[src/rtl/or_event_index_serializer.sv]
// Snapshots an event vector and streams the index of each active line, lowest first, over valid/ready.
// Optional OR_EVENT_SYNC_EN adds a 2-flop synchroniser on Lines ahead of the snapshot.
module or_event_index_serializer #(
    parameter int          NR_OF_INPUTS = 14,
    parameter logic [15:0] BUBBLES_MASK = 16'h0000,
    parameter int          IDX_W        = 4
) (
    input  logic                    GlobalClock,
    input  logic                    Reset,
    input  logic [NR_OF_INPUTS-1:0] Lines,
    input  logic                    Capture,
    input  logic                    Ready,
    output logic                    Valid,
    output logic [IDX_W-1:0]        Index,
    output logic                    Any,
    output logic                    Busy,
    output logic                    Done
);

    localparam logic [0:0] ST_IDLE = 1'b0;
    localparam logic [0:0] ST_EMIT = 1'b1;

    logic [0:0]              state_q, state_d;
    logic [NR_OF_INPUTS-1:0] pending_q, pending_d;
    logic                    any_q, any_d;
    logic                    done_q, done_d;
    logic [NR_OF_INPUTS-1:0] lines_s;
    logic [NR_OF_INPUTS-1:0] eff;
    logic [NR_OF_INPUTS-1:0] pending_next;
    logic [IDX_W-1:0]        idx;

`ifdef OR_EVENT_SYNC_EN
    logic [NR_OF_INPUTS-1:0] sync1_q, sync2_q;

    always_ff @(posedge GlobalClock or posedge Reset) begin
        if (Reset) begin
            sync1_q <= '0;
            sync2_q <= '0;
        end else begin
            sync1_q <= Lines;
            sync2_q <= sync1_q;
        end
    end

    assign lines_s = sync2_q;
`else
    assign lines_s = Lines;
`endif

    assign eff = lines_s ^ BUBBLES_MASK[NR_OF_INPUTS-1:0];

    // Scan downward so the lowest set bit wins.
    always_comb begin
        idx = '0;
        for (int i = NR_OF_INPUTS - 1; i >= 0; i--) begin
            if (pending_q[i]) begin
                idx = IDX_W'(i);
            end
        end
    end

    // Clearing the lowest set bit is exactly the bit that idx points at.
    assign pending_next = pending_q & (pending_q - NR_OF_INPUTS'(1));

    always_comb begin
        state_d   = state_q;
        pending_d = pending_q;
        any_d     = any_q;
        done_d    = 1'b0;
        case (state_q)
            ST_IDLE: begin
                if (Capture) begin
                    pending_d = eff;
                    any_d     = |eff;
                    if (|eff) begin
                        state_d = ST_EMIT;
                    end else begin
                        done_d = 1'b1;
                    end
                end
            end
            ST_EMIT: begin
                if (Ready) begin
                    pending_d = pending_next;
                    if (pending_next == '0) begin
                        state_d = ST_IDLE;
                        done_d  = 1'b1;
                    end
                end
            end
            default: state_d = ST_IDLE;
        endcase
    end

    always_ff @(posedge GlobalClock or posedge Reset) begin
        if (Reset) begin
            state_q   <= ST_IDLE;
            pending_q <= '0;
            any_q     <= 1'b0;
            done_q    <= 1'b0;
        end else begin
            state_q   <= state_d;
            pending_q <= pending_d;
            any_q     <= any_d;
            done_q    <= done_d;
        end
    end

    assign Valid = (state_q == ST_EMIT);
    assign Busy  = (state_q == ST_EMIT);
    assign Index = idx;
    assign Any   = any_q;
    assign Done  = done_q;

endmodule

[config.mk]
export PLATFORM = sky130hd
export DESIGN_NAME = or_event_index_serializer
export DESIGN_NICKNAME = d
export VERILOG_FILES = /design/src/rtl/or_event_index_serializer.sv
export SDC_FILE = /design/constraint.sdc
export NUM_CORES = 1
export LEC_CHECK = 0
export BUFFER_PORTS_ARGS = -buffer_cell sky130_fd_sc_hd__buf_4
export CORE_MARGIN = 2
export CORE_UTILIZATION = 30
export DETAILED_ROUTE_END_ITERATION = 10
export SYNTH_ARGS = -nofsm -noshare
export SYNTH_HDL_FRONTEND = slang
export SYNTH_SLANG_ARGS = --single-unit
[constraint.sdc]
create_clock -name GlobalClock -period 5.6 [get_ports GlobalClock]
set_clock_uncertainty 0.2 [all_clocks]
set_input_delay 0.28 -clock GlobalClock [delete_from_list [all_inputs] [get_ports GlobalClock]]
set_output_delay 0.28 -clock GlobalClock [all_outputs]
set_load 0.005 [all_outputs]
* After elaboration in Yosys (flattened, before gate mapping)
Index checks and enable logic that the tools add are counted.
** Operators by class
- Reduce and logical (&&, ||, !) cells :: 4
- $add $sub $neg :: 1
- Shift-type cells :: 0
- Divide/modulo/power cells :: 0
- Multipliers :: 0
- Muxes and demuxes :: 27
- Equality and inequality tests :: 2
- $lt $le $gt $ge :: 0
- Bitwise operators :: 2
** Operators by type and width (number)
- two-way mux 4 bit :: 14
- two-way mux 14 bit :: 2
- one-hot mux 14 bit (2 select lines) :: 1
- AND 14 bit :: 1
- zero test 14 bit :: 1
- OR reduction 14 bit :: 1
- subtractor 14 x 1 -> 14 bit (second input constant) :: 1
- two-way mux 1 bit :: 8
- inequality test 2 bit (second input constant) :: 2
- one-hot mux 1 bit (2 select lines) :: 2
- AND reduction 2 bit :: 2
- inverter 1 bit :: 1
** Word-level totals
- RAM bits :: 0
- Memories kept :: 0
- Bits in registers :: 17
- Latch bits :: 0
- Memory bits (read-only) :: 0
- Output and inout bits :: 8

* Logic depth before layout (Yosys ltp)
- Depth after elaboration :: 14
- Gate-level depth with buffers :: 8

* Worst setup path after synthesis
No wires, ideal clock.
- Path type :: reg-to-reg
- Start :: register pending_q[1]
- End :: register pending_q[8]
- Data required time :: 5.279 ns
- Library setup time :: 0.121 ns
- Data arrival time :: 1.840 ns
- Path slack :: 3.439 ns
- Cell stages (with the launch flop) :: 9
- Cell sequence :: dfrtp_1 buf_6 or4_4 buf_6 or2_1 buf_2 o21ai_1 o21ai_1 a22o_1
** Between the ends
- Word-level cells in the longest chain between the ends :: 4
** RTL lines
- start, declared :: RTL line 24 : logic [NR_OF_INPUTS-1:0] pending_q, pending_d;
- start signal, assigned :: RTL line 103 : pending_q <= pending_d;
- subtractor 14 x 1 -> 14 bit :: RTL line 63 : assign pending_next = pending_q & (pending_q - NR_OF_INPUTS'(1));
- AND 14 bit :: RTL line 63
- two-way mux 14 bit :: RTL line 83 : if (Ready) begin
- one-hot mux 14 bit (2 select lines) :: RTL line 70 : case (state_q)
Every way passes these cells. The select of a mux whose other input is x is not followed.
A chain may end at the register's enable or synchronous reset.

* Worst setup path in the final report
- Start :: register pending_q[0]
- End :: output port Index[3]
** Between the ends
- Word-level cells in the longest chain between the ends :: 1
** RTL lines
- two-way mux 4 bit :: RTL line 56 : if (pending_q[i]) begin
- end, declared :: RTL line 14 : output logic [IDX_W-1:0] Index,
Every way passes these cells.

==> flow_summary.yaml <==
route:
  wl_mm: 2.80
  routed-via-count: 1094
  ant_nets: 0
  vias_per_cell: 5.42
  firstDrtPassIters: 4
  initialDrtViolationCount: 58
  wl_per_cell_um: 13.9
  drcViolationCount: 0
clock_network:
  cts.sinks: 17
  tritoncts: "yes"
  clockBufferDepth: 2
  clockRootBuffer: "clkbuf_8"
  clk_latency_ps: 250
  post_cts_buffers: 0
  htreeDepth: 1
  cts_buffers: 3
  clk_pin_slew_ps: 70
placement:
  dp_hpwl_mm: 2.10
  io_buffer_count: 25
  dpl_cell_area_um2: 1280
  place.gp.congestion: 0.934
  dp_cells: 197
sta:
  tightest_slew_ps: 1170
  max_slew_margin: 0.222
  rsz0062_at_grt: "false"
  fmax_ghz: 0.397
  maxSlewViolCount: 0
  hold_slack_ps: 29.2
  min_period_ps: 2520
  hold_viol_final: 0
  fin_crit_sh: 0.449
  fin_setup_tns_ps: 0
  setup_violations: 0
power_and_ir_drop:
  power_frac_clock: 0.124
  ir_worst_vdd_uv: 141
  switching_share: 0.444
  p_comb_frac: 0.549
  p_int_uw: 412
  powerDensity_nw_per_um2: 554
  seq_power_share: 0.328
  finalPower_uw: 741
  p_switching_uw: 329
  leakagePower_nw: 0.596
critical_path:
  crit_fanout: 15
  end_kind: "primary output"
  arrival_ps: 2040
  cp-start-kind: "flop"
  worstSetupPathType: "reg2out"
  cp.required_ps: 5120
cells_and_area:
  antennaDiodeCount: 0
  area_growth_pct: 20.7
  fillers: 370
  design_area_um2: 1340
  layout-drive-gt1-share: 0.208
  seqCellArea_um2: 425
  final_cells: 202
  layout.nets: 173
  multi_input_area_um2: 591
yosys:
  synth_area_leaders: "dfrtp_1 (38%), nor2_1 (5.8%), nand2_1 (5.4%), a22o_1 (4.7%), o21ai_0 (4.5%)"
  synth.avg_cell_area_um2: 8.15
  post-synth-top-area-fraction: 0.384
  synth.distinct_cells: 36
  syn_nets: 154
  synth_cells: 136
  synth_seq_cells: 17
  synth_top_area_cell: "dfrtp_1"
  yosysSeqAreaShare: 0.384
  netlist_area_um2: 1110
  yosysWarnings: 0
run_status:
  status: "finished, final reports clean"
global_routing:
  grt_pass1_vias: 1013
  antenna_found_initial: 0
  grt.busiest_layer: "met2"
  grt_usage: 0.147
  grt_pass1_wl_mm: 4.89
  use_met2: 0.237
  grt_max_degree: 18
  globalRouteOverflowTotal: 0
  grt_use_met1: 0.200
  grt_use_met3: 0.0174
die:
  rows: 22
  core_um2: 3610
  fp.dieArea_um2: 4200
  io_pins: 26
  initial_core_util: 0.307
  dieWidth_um: 64.8
  die_h_um: 64.8
job:
  maxCapViolations: 0
worst_hold_path:
  hold_path.class: "in2reg"
[state kept, by name (all words and copies together), names as in the netlist]
name and cells:
Any 1, Done 1, Busy 1, pending_q 14
[worst max-delay path, stage by stage (launching register included)]
cell and delay (ps):
dfrtp_1 450, or4_4 670, or2_1 340, nor2_1 180, buf_4 130
[metal layers]
layer,up-vias,part of all wire
met1,527,0.47
met5,-,0
met2,30,0.48
li1,533,-
met4,0,0.014
met3,4,0.035
[power by group through the flow]
| stage | registers (mW) | clock network, mW | logic (mW) |
|---|---|---|---|
| 2_1_floorplan | 0.215 | 0 | 0.333 |
| 3_3_place_gp | 0.241 | 0 | 0.403 |
| 3_5_place_dp | 0.241 | 0 | 0.406 |
| 4_1_cts | 0.240 | 0.0943 | 0.407 |
| 5_1_grt | 0.253 | 0.102 | 0.460 |
| 6_report | 0.243 | 0.0915 | 0.407 |
[final cells by class]
| type | count | area share |
|---|---|---|
| Timing Repair Buffer | 26 | 0.148 |
| Tap cell | 48 | 0.0449 |
| Inverter | 5 | 0.0140 |
| Multi-Input combinational cell | 102 | 0.442 |
| Sequential cell | 17 | 0.318 |
| Clock buffer | 4 | 0.0337 |
[final timing paths]
| kind | startpoint | slack (ps) | cells past startpoint | to |
|---|---|---|---|---|
| max in group asynchronous | Reset | 4300 | 3 | pending_q[4]$_DFFE_PP0P_ |
| setup / recovery | pending_q[0]$_DFFE_PP0P_ | 3080 | 4 | Index[3] |
| min in group asynchronous | Reset | 480 | 3 | Busy$_DFF_PP0_ |
| setup reg to reg | pending_q[0]$_DFFE_PP0P_ | 3340 | 5 | Done$_DFF_PP0_ |
| hold / removal | Lines[0] | 30 | 3 | pending_q[0]$_DFFE_PP0P_ |
| hold reg to reg | Any$_DFFE_PP0P_ | 310 | 2 | Any$_DFFE_PP0P_ |
[through the flow]
stage,worst slack (ps),util
after global placement,3390,0.356
after CTS,3110,0.371
after global routing,3040,0.371
after floorplan,3440,-
after detailed placement,3390,0.356
final,3080,0.371
[synthesized netlist by cell type (all sizes together)]
| master | n |
|---|---|
| dfrtp | 17 |
| nand3 | 3 |
| o31a | 2 |
| nor4 | 4 |
| nand4 | 2 |
| a211oi | 1 |
| or3 | 2 |
| a221oi | 2 |
| o31ai | 3 |
| nor2 | 17 |
| o21ai | 14 |
| or2 | 3 |
| buf | 6 |
| o311ai | 3 |
| or4 | 3 |
| a21oi | 4 |
| nand2b | 1 |
| nor2b | 2 |
| a22o | 6 |
| clkbuf | 6 |
| o41ai | 2 |
| nand2 | 16 |
| nor3 | 8 |
| maj3 | 1 |
| inv | 5 |
| o32ai | 1 |
| nor4b | 1 |
| o21bai | 1 |
[placed cells by master (no fill, tap or decap), types with 3 or more instances in the layout]
master     n
buf_4     25
dfrtp_1   17
nor2_1    17
nand2_1   16
o21ai_0   10
nor3_1     7
a22o_1     6
inv_1      5
o21ai_1    4
a21oi_1    4
nor4_1     4
nand3_1    3
o31ai_1    3
clkbuf_8   3
[logic make-up (layout without fill, tap and decap cells)]
logic type	count (synthesis)	count (layout)	synth area share
buf+inv	17	35	0.0835
compound gates	39	39	0.247
fa+ha+maj	1	1	0.00903
simple gates	62	62	0.277
flops	17	17	0.384
[repair_timing]
| action | CTS | global route |
|---|---|---|
| endpoints found under the setup margin | 0 | 0 |
| endpoints found under the hold margin | 17 | 0 |
| hold buffers | 1 | 0 |
| gates resized for setup | 0 | 0 |
Power figures use the tool's default switching activity.
